`src/rtl/instr_encoder_pkg.sv`:
```
// Shared definitions for the RV32I instruction encoder: operation kinds, opcode and
// funct fields, FSM state encoding and small field-packing helpers.
package instr_enc_pkg;

   typedef enum logic [4:0] {
      OP_ADD   = 5'd0,  OP_SUB   = 5'd1,  OP_AND   = 5'd2,  OP_OR    = 5'd3,
      OP_XOR   = 5'd4,  OP_SLT   = 5'd5,  OP_ADDI  = 5'd6,  OP_ORI   = 5'd7,
      OP_ANDI  = 5'd8,  OP_SLTI  = 5'd9,  OP_LB    = 5'd10, OP_LH    = 5'd11,
      OP_LW    = 5'd12, OP_LBU   = 5'd13, OP_LHU   = 5'd14, OP_SB    = 5'd15,
      OP_SH    = 5'd16, OP_SW    = 5'd17, OP_BEQ   = 5'd18, OP_BNE   = 5'd19,
      OP_JAL   = 5'd20, OP_JALR  = 5'd21, OP_LUI   = 5'd22, OP_AUIPC = 5'd23,
      OP_NOP   = 5'd24, OP_LI    = 5'd25
   } op_e;

   localparam logic [6:0] OPC_R      = 7'b0110011;
   localparam logic [6:0] OPC_I      = 7'b0010011;
   localparam logic [6:0] OPC_LOAD   = 7'b0000011;
   localparam logic [6:0] OPC_STORE  = 7'b0100011;
   localparam logic [6:0] OPC_BRANCH = 7'b1100011;
   localparam logic [6:0] OPC_JAL    = 7'b1101111;
   localparam logic [6:0] OPC_JALR   = 7'b1100111;
   localparam logic [6:0] OPC_LUI    = 7'b0110111;
   localparam logic [6:0] OPC_AUIPC  = 7'b0010111;

   localparam logic [2:0] F3_ADD = 3'b000, F3_SLT = 3'b010, F3_XOR = 3'b100;
   localparam logic [2:0] F3_OR  = 3'b110, F3_AND = 3'b111;
   localparam logic [2:0] F3_B   = 3'b000, F3_H   = 3'b001, F3_W   = 3'b010;
   localparam logic [2:0] F3_BU  = 3'b100, F3_HU  = 3'b101;
   localparam logic [2:0] F3_BEQ = 3'b000, F3_BNE = 3'b001;
   localparam logic [6:0] F7_BASE = 7'b0000000;
   localparam logic [6:0] F7_SUB  = 7'b0100000;

   // FSM state encoding
   localparam logic [1:0] ST_EMPTY = 2'd0;
   localparam logic [1:0] ST_HOLD  = 2'd1;
   localparam logic [1:0] ST_HOLD2 = 2'd2;

   function automatic logic fits_s(input logic [31:0] v, input int n);
      logic [31:0] t;
      t = $unsigned($signed(v) >>> (n - 1));
      return (t == '0) || (t == '1);
   endfunction

   function automatic logic [31:0] r_type(input logic [6:0] f7, input logic [4:0] rs2,
                                          input logic [4:0] rs1, input logic [2:0] f3,
                                          input logic [4:0] rd);
      return {f7, rs2, rs1, f3, rd, OPC_R};
   endfunction

   function automatic logic [31:0] i_type(input logic [11:0] imm, input logic [4:0] rs1,
                                          input logic [2:0] f3, input logic [4:0] rd,
                                          input logic [6:0] opc);
      return {imm, rs1, f3, rd, opc};
   endfunction

   function automatic logic [31:0] s_type(input logic [11:0] imm, input logic [4:0] rs2,
                                          input logic [4:0] rs1, input logic [2:0] f3);
      return {imm[11:5], rs2, rs1, f3, imm[4:0], OPC_STORE};
   endfunction

   function automatic logic [31:0] b_type(input logic [12:1] imm, input logic [4:0] rs2,
                                          input logic [4:0] rs1, input logic [2:0] f3);
      return {imm[12], imm[10:5], rs2, rs1, f3, imm[4:1], imm[11], OPC_BRANCH};
   endfunction

   function automatic logic [31:0] j_type(input logic [20:1] imm, input logic [4:0] rd);
      return {imm[20], imm[10:1], imm[11], imm[19:12], rd, OPC_JAL};
   endfunction

endpackage

```
`src/rtl/instr_encoder_if.sv`:
```
// Request and output-word streams of the instruction encoder.
interface instr_encoder_if #(
   parameter int DATA_WIDTH = 32,
   parameter int ADDR_WIDTH = 32
);
   logic                  req_valid;
   logic                  req_ready;
   logic [4:0]            req_op;
   logic [4:0]            req_rd;
   logic [4:0]            req_rs1;
   logic [4:0]            req_rs2;
   logic [DATA_WIDTH-1:0] req_imm;
   logic                  out_valid;
   logic                  out_ready;
   logic [DATA_WIDTH-1:0] out_instr;
   logic [ADDR_WIDTH-1:0] out_addr;
   logic                  err;

   modport master (output req_valid, req_op, req_rd, req_rs1, req_rs2, req_imm, out_ready,
                   input  req_ready, out_valid, out_instr, out_addr, err);
   modport slave  (input  req_valid, req_op, req_rd, req_rs1, req_rs2, req_imm, out_ready,
                   output req_ready, out_valid, out_instr, out_addr, err);
endinterface

```
`src/rtl/instr_encoder_field_pack.sv`:
```
// Combinational packing of one symbolic request into an RV32I word, with range check
// and the optional second (ADDI) word of an LI expansion.
module instr_field_pack
   import instr_enc_pkg::*;
(
   input  logic [4:0]  op,
   input  logic [4:0]  rd,
   input  logic [4:0]  rs1,
   input  logic [4:0]  rs2,
   input  logic [31:0] imm,
   output logic [31:0] word,
   output logic [31:0] word2,
   output logic        range_ok,
   output logic        two_word
);
   logic        fit12;
   logic [19:0] li_hi;

   assign fit12 = fits_s(imm, 12);
   // Rounding the upper part compensates for the sign-extended low 12 bits of the ADDI.
   assign li_hi = imm[31:12] + {19'b0, imm[11]};

   always_comb begin
      word     = '0;
      word2    = '0;
      range_ok = 1'b1;
      two_word = 1'b0;
      case (op)
         OP_ADD:   word = r_type(F7_BASE, rs2, rs1, F3_ADD, rd);
         OP_SUB:   word = r_type(F7_SUB,  rs2, rs1, F3_ADD, rd);
         OP_AND:   word = r_type(F7_BASE, rs2, rs1, F3_AND, rd);
         OP_OR:    word = r_type(F7_BASE, rs2, rs1, F3_OR,  rd);
         OP_XOR:   word = r_type(F7_BASE, rs2, rs1, F3_XOR, rd);
         OP_SLT:   word = r_type(F7_BASE, rs2, rs1, F3_SLT, rd);
         OP_ADDI:  begin word = i_type(imm[11:0], rs1, F3_ADD, rd, OPC_I);    range_ok = fit12; end
         OP_ORI:   begin word = i_type(imm[11:0], rs1, F3_OR,  rd, OPC_I);    range_ok = fit12; end
         OP_ANDI:  begin word = i_type(imm[11:0], rs1, F3_AND, rd, OPC_I);    range_ok = fit12; end
         OP_SLTI:  begin word = i_type(imm[11:0], rs1, F3_SLT, rd, OPC_I);    range_ok = fit12; end
         OP_LB:    begin word = i_type(imm[11:0], rs1, F3_B,   rd, OPC_LOAD); range_ok = fit12; end
         OP_LH:    begin word = i_type(imm[11:0], rs1, F3_H,   rd, OPC_LOAD); range_ok = fit12; end
         OP_LW:    begin word = i_type(imm[11:0], rs1, F3_W,   rd, OPC_LOAD); range_ok = fit12; end
         OP_LBU:   begin word = i_type(imm[11:0], rs1, F3_BU,  rd, OPC_LOAD); range_ok = fit12; end
         OP_LHU:   begin word = i_type(imm[11:0], rs1, F3_HU,  rd, OPC_LOAD); range_ok = fit12; end
         OP_JALR:  begin word = i_type(imm[11:0], rs1, F3_ADD, rd, OPC_JALR); range_ok = fit12; end
         OP_SB:    begin word = s_type(imm[11:0], rs2, rs1, F3_B); range_ok = fit12; end
         OP_SH:    begin word = s_type(imm[11:0], rs2, rs1, F3_H); range_ok = fit12; end
         OP_SW:    begin word = s_type(imm[11:0], rs2, rs1, F3_W); range_ok = fit12; end
         OP_BEQ:   begin
            word     = b_type(imm[12:1], rs2, rs1, F3_BEQ);
            range_ok = !imm[0] && fits_s(imm, 13);
         end
         OP_BNE:   begin
            word     = b_type(imm[12:1], rs2, rs1, F3_BNE);
            range_ok = !imm[0] && fits_s(imm, 13);
         end
         OP_JAL:   begin
            word     = j_type(imm[20:1], rd);
            range_ok = !imm[0] && fits_s(imm, 21);
         end
         OP_LUI:   begin word = {imm[19:0], rd, OPC_LUI};   range_ok = (imm[31:20] == '0); end
         OP_AUIPC: begin word = {imm[19:0], rd, OPC_AUIPC}; range_ok = (imm[31:20] == '0); end
         OP_NOP:   word = i_type(12'h000, 5'd0, F3_ADD, 5'd0, OPC_I);
         OP_LI:    begin
            if (fit12) begin
               word = i_type(imm[11:0], 5'd0, F3_ADD, rd, OPC_I);
            end else begin
               word     = {li_hi, rd, OPC_LUI};
               word2    = i_type(imm[11:0], rd, F3_ADD, rd, OPC_I);
               two_word = (imm[11:0] != '0);
            end
         end
         default:  range_ok = 1'b0;
      endcase
   end
endmodule

```
`src/rtl/instr_encoder.sv`:
```
// Streaming RV32I encoder: request handshake in, addressed machine words out,
// with LI expanded into one or two words.
//
//   state | meaning
//   EMPTY | no word held, ready for a request
//   HOLD  | one word presented; refills in the same cycle it is taken
//   HOLD2 | LUI presented, its ADDI waiting in pend_instr
module instr_encoder
   import instr_enc_pkg::*;
#(
   parameter int                    DATA_WIDTH = 32,
   parameter int                    ADDR_WIDTH = 32,
   parameter logic [ADDR_WIDTH-1:0] BASE_ADDR  = '0
) (
   input logic            clk,
   input logic            rst_n,
   instr_encoder_if.slave bus
);
   logic [1:0]            state;
   logic [DATA_WIDTH-1:0] out_instr;
   logic [DATA_WIDTH-1:0] pend_instr;
   logic [ADDR_WIDTH-1:0] out_addr;
   logic                  err;
   logic [31:0]           word, word2;
   logic                  range_ok, two_word;
   logic                  req_ready, accept, legal, fire, out_valid;

   instr_field_pack u_pack (
      .op       (bus.req_op),
      .rd       (bus.req_rd),
      .rs1      (bus.req_rs1),
      .rs2      (bus.req_rs2),
      .imm      (bus.req_imm),
      .word     (word),
      .word2    (word2),
      .range_ok (range_ok),
      .two_word (two_word)
   );

   assign out_valid = (state != ST_EMPTY);
   assign req_ready = (state == ST_EMPTY) || ((state == ST_HOLD) && bus.out_ready);
   assign accept    = bus.req_valid && req_ready;
   assign legal     = range_ok;
   assign fire      = out_valid && bus.out_ready;

   always_ff @(posedge clk or negedge rst_n) begin
      if (!rst_n) begin
         state      <= ST_EMPTY;
         out_instr  <= '0;
         pend_instr <= '0;
         out_addr   <= BASE_ADDR;
         err        <= 1'b0;
      end else begin
         err <= accept && !legal;
         if (fire) out_addr <= out_addr + ADDR_WIDTH'(4);
         case (state)
            ST_EMPTY, ST_HOLD: begin
               if (accept && legal) begin
                  out_instr  <= word;
                  pend_instr <= word2;
                  state      <= two_word ? ST_HOLD2 : ST_HOLD;
               end else if (fire) begin
                  state <= ST_EMPTY;
               end
            end
            ST_HOLD2: begin
               if (fire) begin
                  out_instr <= pend_instr;
                  state     <= ST_HOLD;
               end
            end
            default: state <= ST_EMPTY;
         endcase
      end
   end

   assign bus.req_ready = req_ready;
   assign bus.out_valid = out_valid;
   assign bus.out_instr = out_instr;
   assign bus.out_addr  = out_addr;
   assign bus.err       = err;
endmodule

```
`src/flat_wrapper.sv`:
```
// flat-port wrapper written by rule: the top's interface ports become plain ports
module instr_encoder_flat import instr_enc_pkg::*;
#(
   parameter int                    DATA_WIDTH = 32,
   parameter int                    ADDR_WIDTH = 32,
   parameter logic [ADDR_WIDTH-1:0] BASE_ADDR  = '0
)
  (clk, rst_n, bus_req_valid, bus_req_op, bus_req_rd, bus_req_rs1, bus_req_rs2, bus_req_imm, bus_out_ready, bus_req_ready, bus_out_valid, bus_out_instr, bus_out_addr, bus_err);
  instr_encoder_if #(.DATA_WIDTH(DATA_WIDTH), .ADDR_WIDTH(ADDR_WIDTH)) bus_i ();
  input logic clk;
  input logic rst_n;
  input wire logic [$bits(bus_i.req_valid)-1:0] bus_req_valid;
  input wire logic [$bits(bus_i.req_op)-1:0] bus_req_op;
  input wire logic [$bits(bus_i.req_rd)-1:0] bus_req_rd;
  input wire logic [$bits(bus_i.req_rs1)-1:0] bus_req_rs1;
  input wire logic [$bits(bus_i.req_rs2)-1:0] bus_req_rs2;
  input wire logic [$bits(bus_i.req_imm)-1:0] bus_req_imm;
  input wire logic [$bits(bus_i.out_ready)-1:0] bus_out_ready;
  output wire logic [$bits(bus_i.req_ready)-1:0] bus_req_ready;
  output wire logic [$bits(bus_i.out_valid)-1:0] bus_out_valid;
  output wire logic [$bits(bus_i.out_instr)-1:0] bus_out_instr;
  output wire logic [$bits(bus_i.out_addr)-1:0] bus_out_addr;
  output wire logic [$bits(bus_i.err)-1:0] bus_err;
  assign bus_i.req_valid = bus_req_valid;
  assign bus_i.req_op = bus_req_op;
  assign bus_i.req_rd = bus_req_rd;
  assign bus_i.req_rs1 = bus_req_rs1;
  assign bus_i.req_rs2 = bus_req_rs2;
  assign bus_i.req_imm = bus_req_imm;
  assign bus_i.out_ready = bus_out_ready;
  assign bus_req_ready = bus_i.req_ready;
  assign bus_out_valid = bus_i.out_valid;
  assign bus_out_instr = bus_i.out_instr;
  assign bus_out_addr = bus_i.out_addr;
  assign bus_err = bus_i.err;
  instr_encoder #(.DATA_WIDTH(DATA_WIDTH), .ADDR_WIDTH(ADDR_WIDTH), .BASE_ADDR(BASE_ADDR)) u_core (.clk(clk), .rst_n(rst_n), .bus(bus_i));
endmodule
```
`config.mk`:
```
export PLATFORM = sky130hd
export DESIGN_NAME = instr_encoder_flat
export DESIGN_NICKNAME = d
export VERILOG_FILES = /design/src/rtl/instr_encoder_pkg.sv /design/src/rtl/instr_encoder_if.sv /design/src/rtl/instr_encoder_field_pack.sv /design/src/rtl/instr_encoder.sv /design/src/flat_wrapper.sv
export SDC_FILE = /design/constraint.sdc
export NUM_CORES = 1
export LEC_CHECK = 0
export ABC_AREA = 1
export BUFFER_PORTS_ARGS = -buffer_cell sky130_fd_sc_hd__buf_4
export CAP_MARGIN = 20
export CORE_MARGIN = 2
export CORE_UTILIZATION = 55
export DETAILED_ROUTE_END_ITERATION = 10
export MAX_ROUTING_LAYER = met4
export PLACE_DENSITY_LB_ADDON = 0.05
export SLEW_MARGIN = 20
export SYNTH_ARGS = -nofsm -noshare
export SYNTH_HDL_FRONTEND = slang
export SYNTH_SLANG_ARGS = --single-unit
```
`constraint.sdc`:
```
create_clock -name clk -period 2.18 [get_ports clk]
set_clock_uncertainty 0.1 [all_clocks]
set_input_delay 0.436 -clock clk [delete_from_list [all_inputs] [get_ports clk]]
set_output_delay 0.436 -clock clk [all_outputs]
set_load 0.01 [all_outputs]
```
==> flow_summary.json, run 1 <==
{
  "status": "finished with violations",
  "violations": "setup timing",
  "grt_pass1_vias": 6621,
  "fin_ws_ns": -0.0314,
  "synth_top_area_cell": "dfrtp_1",
  "area_growth_pct": 35.0,
  "peakVddDrop_mv": 0.557,
  "critPathBufInv": 0,
  "fin_crit_ns": 2.21,
  "grt.overflow.total": 0,
  "yosysSeqAreaShare_pct": 35.6,
  "grt_util_all_layers_pct": 39.3,
  "totalWireLength_um": 22500,
  "cp_max_fo": 4,
  "hold_ws_ns": 0.204,
  "place_area_um2": 7400,
  "worst_pin_slew_ns": 0.516,
  "nNetsFinal": 1124,
  "crit_path_end_kind": "flip-flop",
  "crit_path_start_kind": "flip-flop",
  "critPathArrivalTime_ns": 2.38,
  "synth-seq-cells": 82,
  "relSlewSlack_pct": 65.6,
  "path_delay_family": "simple AND/OR/NAND/NOR gates",
  "gp_congestion": 1.04,
  "final_max_slew_viol_count": 0,
  "insertion_delay_ns": 0.38,
  "p_leak_nw": 4.31,
  "rows": 37,
  "synth_area_um2": 5760,
  "synthDistinctLibCells": 47,
  "dieArea_um2": 11300,
  "start_util_pct": 56.3,
  "rsz0062_at_grt": "true",
  "ios": 123,
  "root_buffer": "clkbuf_8",
  "powerDensity_nw_per_um2": 568,
  "drive_gt1_share_pct": 28.4,
  "hold_violations": 0,
  "diodes": 0,
  "ys_top_cells_by_area": "dfrtp_1, nand2_1, nand3_1",
  "drtAntennaViolNets": 0,
  "dp_slack_ns": -0.168,
  "crit_chain": "nand3_2 -> or2_4 -> nor2_4 -> nand2_2 -> nor3_4 -> nor3b_4 -> nand2_1 -> xor2_1",
  "cts_buffers": 9,
  "coreArea_um2": 10200,
  "synth_top_area_share_pct": 35.6,
  "syn_area_per_cell_um2": 6.75,
  "finalSetupViolCount": 3,
  "vias": 6986,
  "rr_worst_depth": 8,
  "max_freq_ghz": 0.452,
  "max-cap-violations": 0,
  "cts_htree_levels": 3,
  "clock-sinks": 82,
  "synthCells": 854,
  "max_stage_delay_ns": 0.46,
  "path_class": "reg2reg",
  "grt_pass1_wl_um": 33900,
  "wl_per_cell_um": 18.6,
  "dr.pass1.iters": 8,
  "antenna_found_initial": 0,
  "cts_tree": "built",
  "die_y_um": 106,
  "clkTransAtPathRegs_ns": 0.10,
  "hold_depth": 3,
  "port_buffers": 120,
  "die_w_um": 106,
  "drt_iter0_markers": 890,
  "hp-class": "in2reg",
  "required_ns": 2.35,
  "grt_max_degree": 40,
  "final_cell_area_um2": 7780,
  "vias_per_cell": 5.80,
  "cp_slowest_cell": "dfrtp_1",
  "ys_warn_count": 0,
  "crit_cells": 8,
  "fin_crit_sh_pct": 101,
  "drc_errors": 0,
  "cts_buffer_depth": 2,
  "dp_hpwl_um": 16100
}
## layout make-up
cell class              instances  area (um^2)
repair buffers                226         1720
inverters                      78          295
well taps                     136          170
flip-flops and latches         82         2050
multi-input cells             667         3360
clock inverters                 7         57.6
clock buffers                   9          124
fillers                       746         2450
## cells in the mapped netlist (all sizes together)
| cell type | count |
|---|---|
| xor2 | 20 |
| and3 | 1 |
| nand3 | 116 |
| a22oi | 4 |
| and3b | 1 |
| nor4 | 2 |
| nor3b | 2 |
| o2111ai | 1 |
| inv | 78 |
| o21ai | 26 |
| ha | 4 |
| xnor2 | 15 |
| or2 | 4 |
| o211ai | 1 |
| buf | 19 |
| conb | 1 |
| dfrtp | 82 |
| o32ai | 1 |
| o21bai | 1 |
| nor3 | 13 |
| nand2 | 312 |
| a211oi | 1 |
| nand4 | 17 |
| o221ai | 2 |
| nor4b | 1 |
| nand3b | 5 |
| a21oi | 9 |
| o22ai | 6 |
| clkbuf | 9 |
| o31ai | 1 |
| nor2 | 99 |
## cells in the final DEF, fill, tap and decap left out, drive strengths merged, types with 2 or more instances in the layout
master    count
nor3         13
dfrtp        82
xnor2        15
nand4        17
a22oi         4
o22ai         6
xor2         20
nand2       312
nand3       116
inv          82
conb          2
clkbuf        9
ha            4
buf         225
o221ai        2
nor4          2
a21oi         9
nor2         99
nand3b        5
or2           4
clkinvlp      2
nor3b         2
o21ai        26
## kinds of logic after synthesis
logic type	Yosys count	synth area share, %
simple gates	573	44.0
fa+ha+maj	4	0.869
other cells	1	0.0651
buf+inv	106	8.10
compound gates	53	6.00
flops	82	35.6
xor+xnor	35	5.32
## worst register-to-register path, delay by kind of cell, from the launching register on
| family | cells | cell delay [ns] |
|---|---|---|
| simple gates | 7 | 1.38 |
| flops | 1 | 0.46 |
| xor+xnor | 1 | 0.16 |
## stage by stage
step           power, mW  instances  util (%)  TNS, ns
3_5_place_dp        3.19       1178      72.3    -4.32
5_1_grt             4.58       1205      76.0   -0.548
3_3_place_gp        3.15       1178      72.3    -3.28
4_1_cts             4.26       1197      74.6        0
2_1_floorplan       2.47        855         -        0
6_report            4.42       1205      76.0  -0.0637
## per-layer routing
layer | global-route usage [%] | wire, um | up-vias
li1 | - | - | 3156
met1 | 52.8 | 9090 | 3185
met2 | 60.0 | 9990 | 538
met3 | 7.36 | 2480 | 107
met4 | 13.2 | 913 | 0
met5 | - | 0 | -
## flip-flops by register name, indices dropped and copies added, names as in the netlist
register,flops
u_core.bus.out_instr,31
u_core.bus.out_addr,30
u_core.pend_instr,18
u_core.state,2
u_core.bus.err,1
## timing repair
action	in CTS	in global routing
endpoints found under the hold margin	36	0
setup endpoints to repair	6	20
buffers inserted	2	8
resized for setup	6	20
hold buffers	1	0
pin swaps	1	6
## report_power, final
part           switching [mW]  internal, mW  leakage [nW]
Combinational           0.809         0.643          3.13
Sequential              0.160          1.71          1.09
Clock                   0.662         0.432        0.0886
Total                    1.63          2.79          4.31
## path summary, 6_finish.rpt
path	from	end	slack (ns)
min in group asynchronous	rst_n	u_core.bus.out_instr[19]$_DFFE_PN0P_	0.46
max in group asynchronous	rst_n	u_core.bus.out_addr[26]$_DFFE_PN0P_	0.85
worst max-delay path	u_core.bus.out_addr[3]$_DFFE_PN0P_	u_core.bus.out_addr[23]$_DFFE_PN0P_	-0.03
worst min register to register	u_core.bus.out_addr[31]$_DFFE_PN0P_	u_core.bus.out_addr[31]$_DFFE_PN0P_	0.38
worst min-delay path	bus_req_rd[0]	u_core.pend_instr[15]$_DFFE_PN0P_	0.20
worst max register to register	u_core.bus.out_addr[3]$_DFFE_PN0P_	u_core.bus.out_addr[23]$_DFFE_PN0P_	-0.03
Note: power is estimated with default switching activity, not from simulation.
==> run 2, diff against run 1 <==
Settings changed: ABC_AREA 1 to unset, CORE_UTILIZATION 55 to 54.
==> flow_summary.json, run 2 <==
{
  "clkTransAtPathRegs_ns": 0.11,
  "ys.flop_type": "dfrtp_1",
  "final_util_pct": 82.5,
  "wl_met2_um": 8450,
  "synth_top_area_cell": "dfrtp_1",
  "top_register": "u_core.bus.out_instr",
  "crit_chain": "buf_6 -> buf_6 -> and4_4 -> and3_4 -> o2bb2ai_4 -> a221o_2 -> o31a_1 -> buf_6 -> buf_12 -> nor2_4 -> a31oi_4",
  "status": "complete, no violations",
  "top_regs": "u_core.bus.out_instr: 31 flops, u_core.bus.out_addr: 30 flops, u_core.pend_instr: 18 flops",
  "cts_buffers": 9,
  "final_max_slew_viol_count": 0,
  "top_layer_used": "met4",
  "cts_htree_levels": 3,
  "insertion_delay_ns": 0.36,
  "dp_hpwl_um": 13000,
  "hold_violations": 0,
  "root_buffer": "clkbuf_8",
  "area_growth_pct": 50.1,
  "layout_common_cells": "buf_4, nand2_1, dfrtp_1",
  "netSwitchingPower_mw": 1.52,
  "cpMostUsedCell": "buf_6",
  "p_leak_nw": 3.45,
  "antenna_found_initial": 0,
  "diodes": 0,
  "yosys.area_share.adder_pct": 0.995,
  "grt_max_degree": 51,
  "wl_per_cell_um": 19.0,
  "port_buffers": 120,
  "max_freq_ghz": 0.461,
  "cp_max_fo": 5,
  "internal-power_mw": 2.89,
  "grt_pass1_wl_um": 25800,
  "drc_errors": 0,
  "clock_power_share_pct": 24.9,
  "crit_path_end_kind": "flip-flop",
  "largest_register_ffs": 31,
  "required_ns": 2.31,
  "synth_compound_area_share_pct": 21.5,
  "synth_xor_area_share_pct": 8.36,
  "peakVddDrop_mv": 0.420,
  "final_common_cell": "buf_4",
  "ys_warn_count": 0,
  "hp-class": "in2reg",
  "finalSetupViolCount": 0,
  "clock-sinks": 82,
  "ys_top_cells_by_count": "nand2_1, dfrtp_1, nor2_1, xnor2_1, o21ai_0",
  "totalWireLength_um": 17200,
  "synth_top_area_share_pct": 40.8,
  "grt.overflow.total": 0,
  "cp_slowest_cell": "a221o_2",
  "die_y_um": 101,
  "max_stage_delay_ns": 0.40,
  "fin_cells": 908,
  "rows": 35,
  "synthDistinctLibCells": 65,
  "crit_path_start_kind": "primary input",
  "path_class": "in2reg",
  "synth.most_common_cell": "nand2_1",
  "synth-seq-cells": 82,
  "p_seq_share_pct": 42.0,
  "synth_edf_count": 0,
  "yosysSeqAreaShare_pct": 40.8,
  "dieArea_um2": 10100,
  "cts_buffer_depth": 2,
  "grt_util_all_layers_pct": 33.8,
  "comb_power_share_pct": 33.1,
  "vias_per_cell": 6.03,
  "ys_top_cells_by_area": "dfrtp_1, nand2_1, xnor2_1",
  "vias": 5475,
  "swShare_pct": 34.4,
  "drtAntennaViolNets": 0,
  "drt_iter0_markers": 517,
  "max-cap-violations": 0,
  "drive_gt1_share_pct": 42.7,
  "critPathArrivalTime_ns": 2.30,
  "fin_crit_ns": 2.17,
  "place_area_um2": 7050,
  "start_util_pct": 55.0,
  "fin_crit_sh_pct": 99.5,
  "ios": 123,
  "final_cell_area_um2": 7550,
  "gp_congestion": 0.991,
  "synth_area_um2": 5030,
  "met1_length_um": 6960,
  "async_flop_share_pct": 100,
  "synth-simple-area-share_pct": 22.1,
  "synth_top_family_by_area": "simple AND/OR/NAND/NOR gates",
  "met3WireLength_um": 1190,
  "synthCells": 564,
  "coreArea_um2": 9150,
  "powerDensity_nw_per_um2": 584,
  "dr.pass1.iters": 7,
  "syn_area_per_cell_um2": 8.92,
  "nNetsFinal": 852,
  "dp_cells": 885,
  "rsz0062_at_grt": "true",
  "fill_cells": 590,
  "die_w_um": 101,
  "grt_pass1_vias": 5250,
  "synth_mux_area_share_pct": 0.821,
  "cts_tree": "built"
}
-- run 2: cell count changes in the layout (fill, tap and decap cells not counted), moves of 11 or more --
cell,previous run,this run
buf_4,223,236
nor2_1,83,33
o21ai_1,1,18
o21ai_0,16,28
inv_1,72,8
nand3_1,109,17
nand2_1,300,88
a222oi_1,0,11
xnor2_1,15,30
-- run 2: what timing repair did --
item / 4_1_cts / 5_1_grt
setup endpoints to repair: 9 / 49
hold buffers: 1 / 0
gates resized for setup: 6 / 42
setup buffers: 1 / 3
endpoints found under the hold margin: 32 / 0
pin swaps: 1 / 9
cloned: 0 / 2
-- run 2: power by group through the flow --
stage / Sequential [mW] / Clock, mW / Combinational, mW
2_1_floorplan: 1.95 / 0 / 0.511
3_3_place_gp: 1.86 / 0 / 1.33
3_5_place_dp: 1.87 / 0 / 1.37
4_1_cts: 1.84 / 1.10 / 1.38
5_1_grt: 1.87 / 1.16 / 1.56
6_report: 1.85 / 1.10 / 1.46
-- run 2: kinds of logic (layout without fill, tap and decap cells) --
logic type | count (synthesis) | count (layout)
simple gates | 227 | 227
compound gates | 152 | 152
flops | 82 | 82
xor+xnor | 48 | 48
buf+inv | 46 | 278
fa+ha+maj | 4 | 4
mux | 4 | 4
other cells | 1 | 2
-- run 2: routing by layer --
metal  vias to the layer above  global-route usage (%)
met2                       262                    55.8
met4                         0                    14.3
li1                       2518                       -
met5                         -                       -
met3                        46                    5.62
met1                      2649                    41.0
-- run 2: per-stage QoR --
step / worst slack [ns] / setup TNS (ns) / total power [mW] / hold WS, ns
finish: 0.0107 / 0 / 4.41 / 0.221
floorplan: -0.0649 / -1.36 / 2.46 / 0.0404
CTS: 0.00441 / 0 / 4.32 / 0.215
global route: -0.0318 / -0.116 / 4.59 / 0.223
global placement: -0.349 / -14.46 / 3.19 / 0.306
detailed placement: -0.438 / -17.74 / 3.24 / 0.312
-- run 2: cell type report --
type	count	area (um^2)	share of cell area [%]
multi-input combinational	437	3070	40.7
timing repair buffer	254	2060	27.3
sequential	82	2050	27.2
tap	111	139	1.84
clock buffer	9	124	1.64
clock inverter	7	71.3	0.944
inverter	8	30.0	0.398
-- run 2: path summary, 6_finish.rpt --
path	start	end	slack, ns	cells after the start
worst min-delay path	bus_req_rd[4]	u_core.pend_instr[19]$_DFFE_PN0P_	0.22	3
worst max register to register	u_core.bus.out_addr[2]$_DFFE_PN0P_	u_core.bus.out_addr[30]$_DFFE_PN0P_	0.15	9
worst min register to register	u_core.bus.out_addr[26]$_DFFE_PN0P_	u_core.bus.out_addr[26]$_DFFE_PN0P_	0.39	1
min in group asynchronous	rst_n	u_core.bus.out_addr[10]$_DFFE_PN0P_	0.47	2
max in group asynchronous	rst_n	u_core.bus.out_instr[26]$_DFFE_PN0P_	0.90	3
worst max-delay path	bus_req_imm[24]	u_core.bus.out_instr[24]$_DFFE_PN0P_	0.01	11
-- run 2: critical path, delay by kind of cell --
kind,cells,cell delay (ns)
compound gates,4,0.94
buf+inv,4,0.50
simple gates,3,0.42
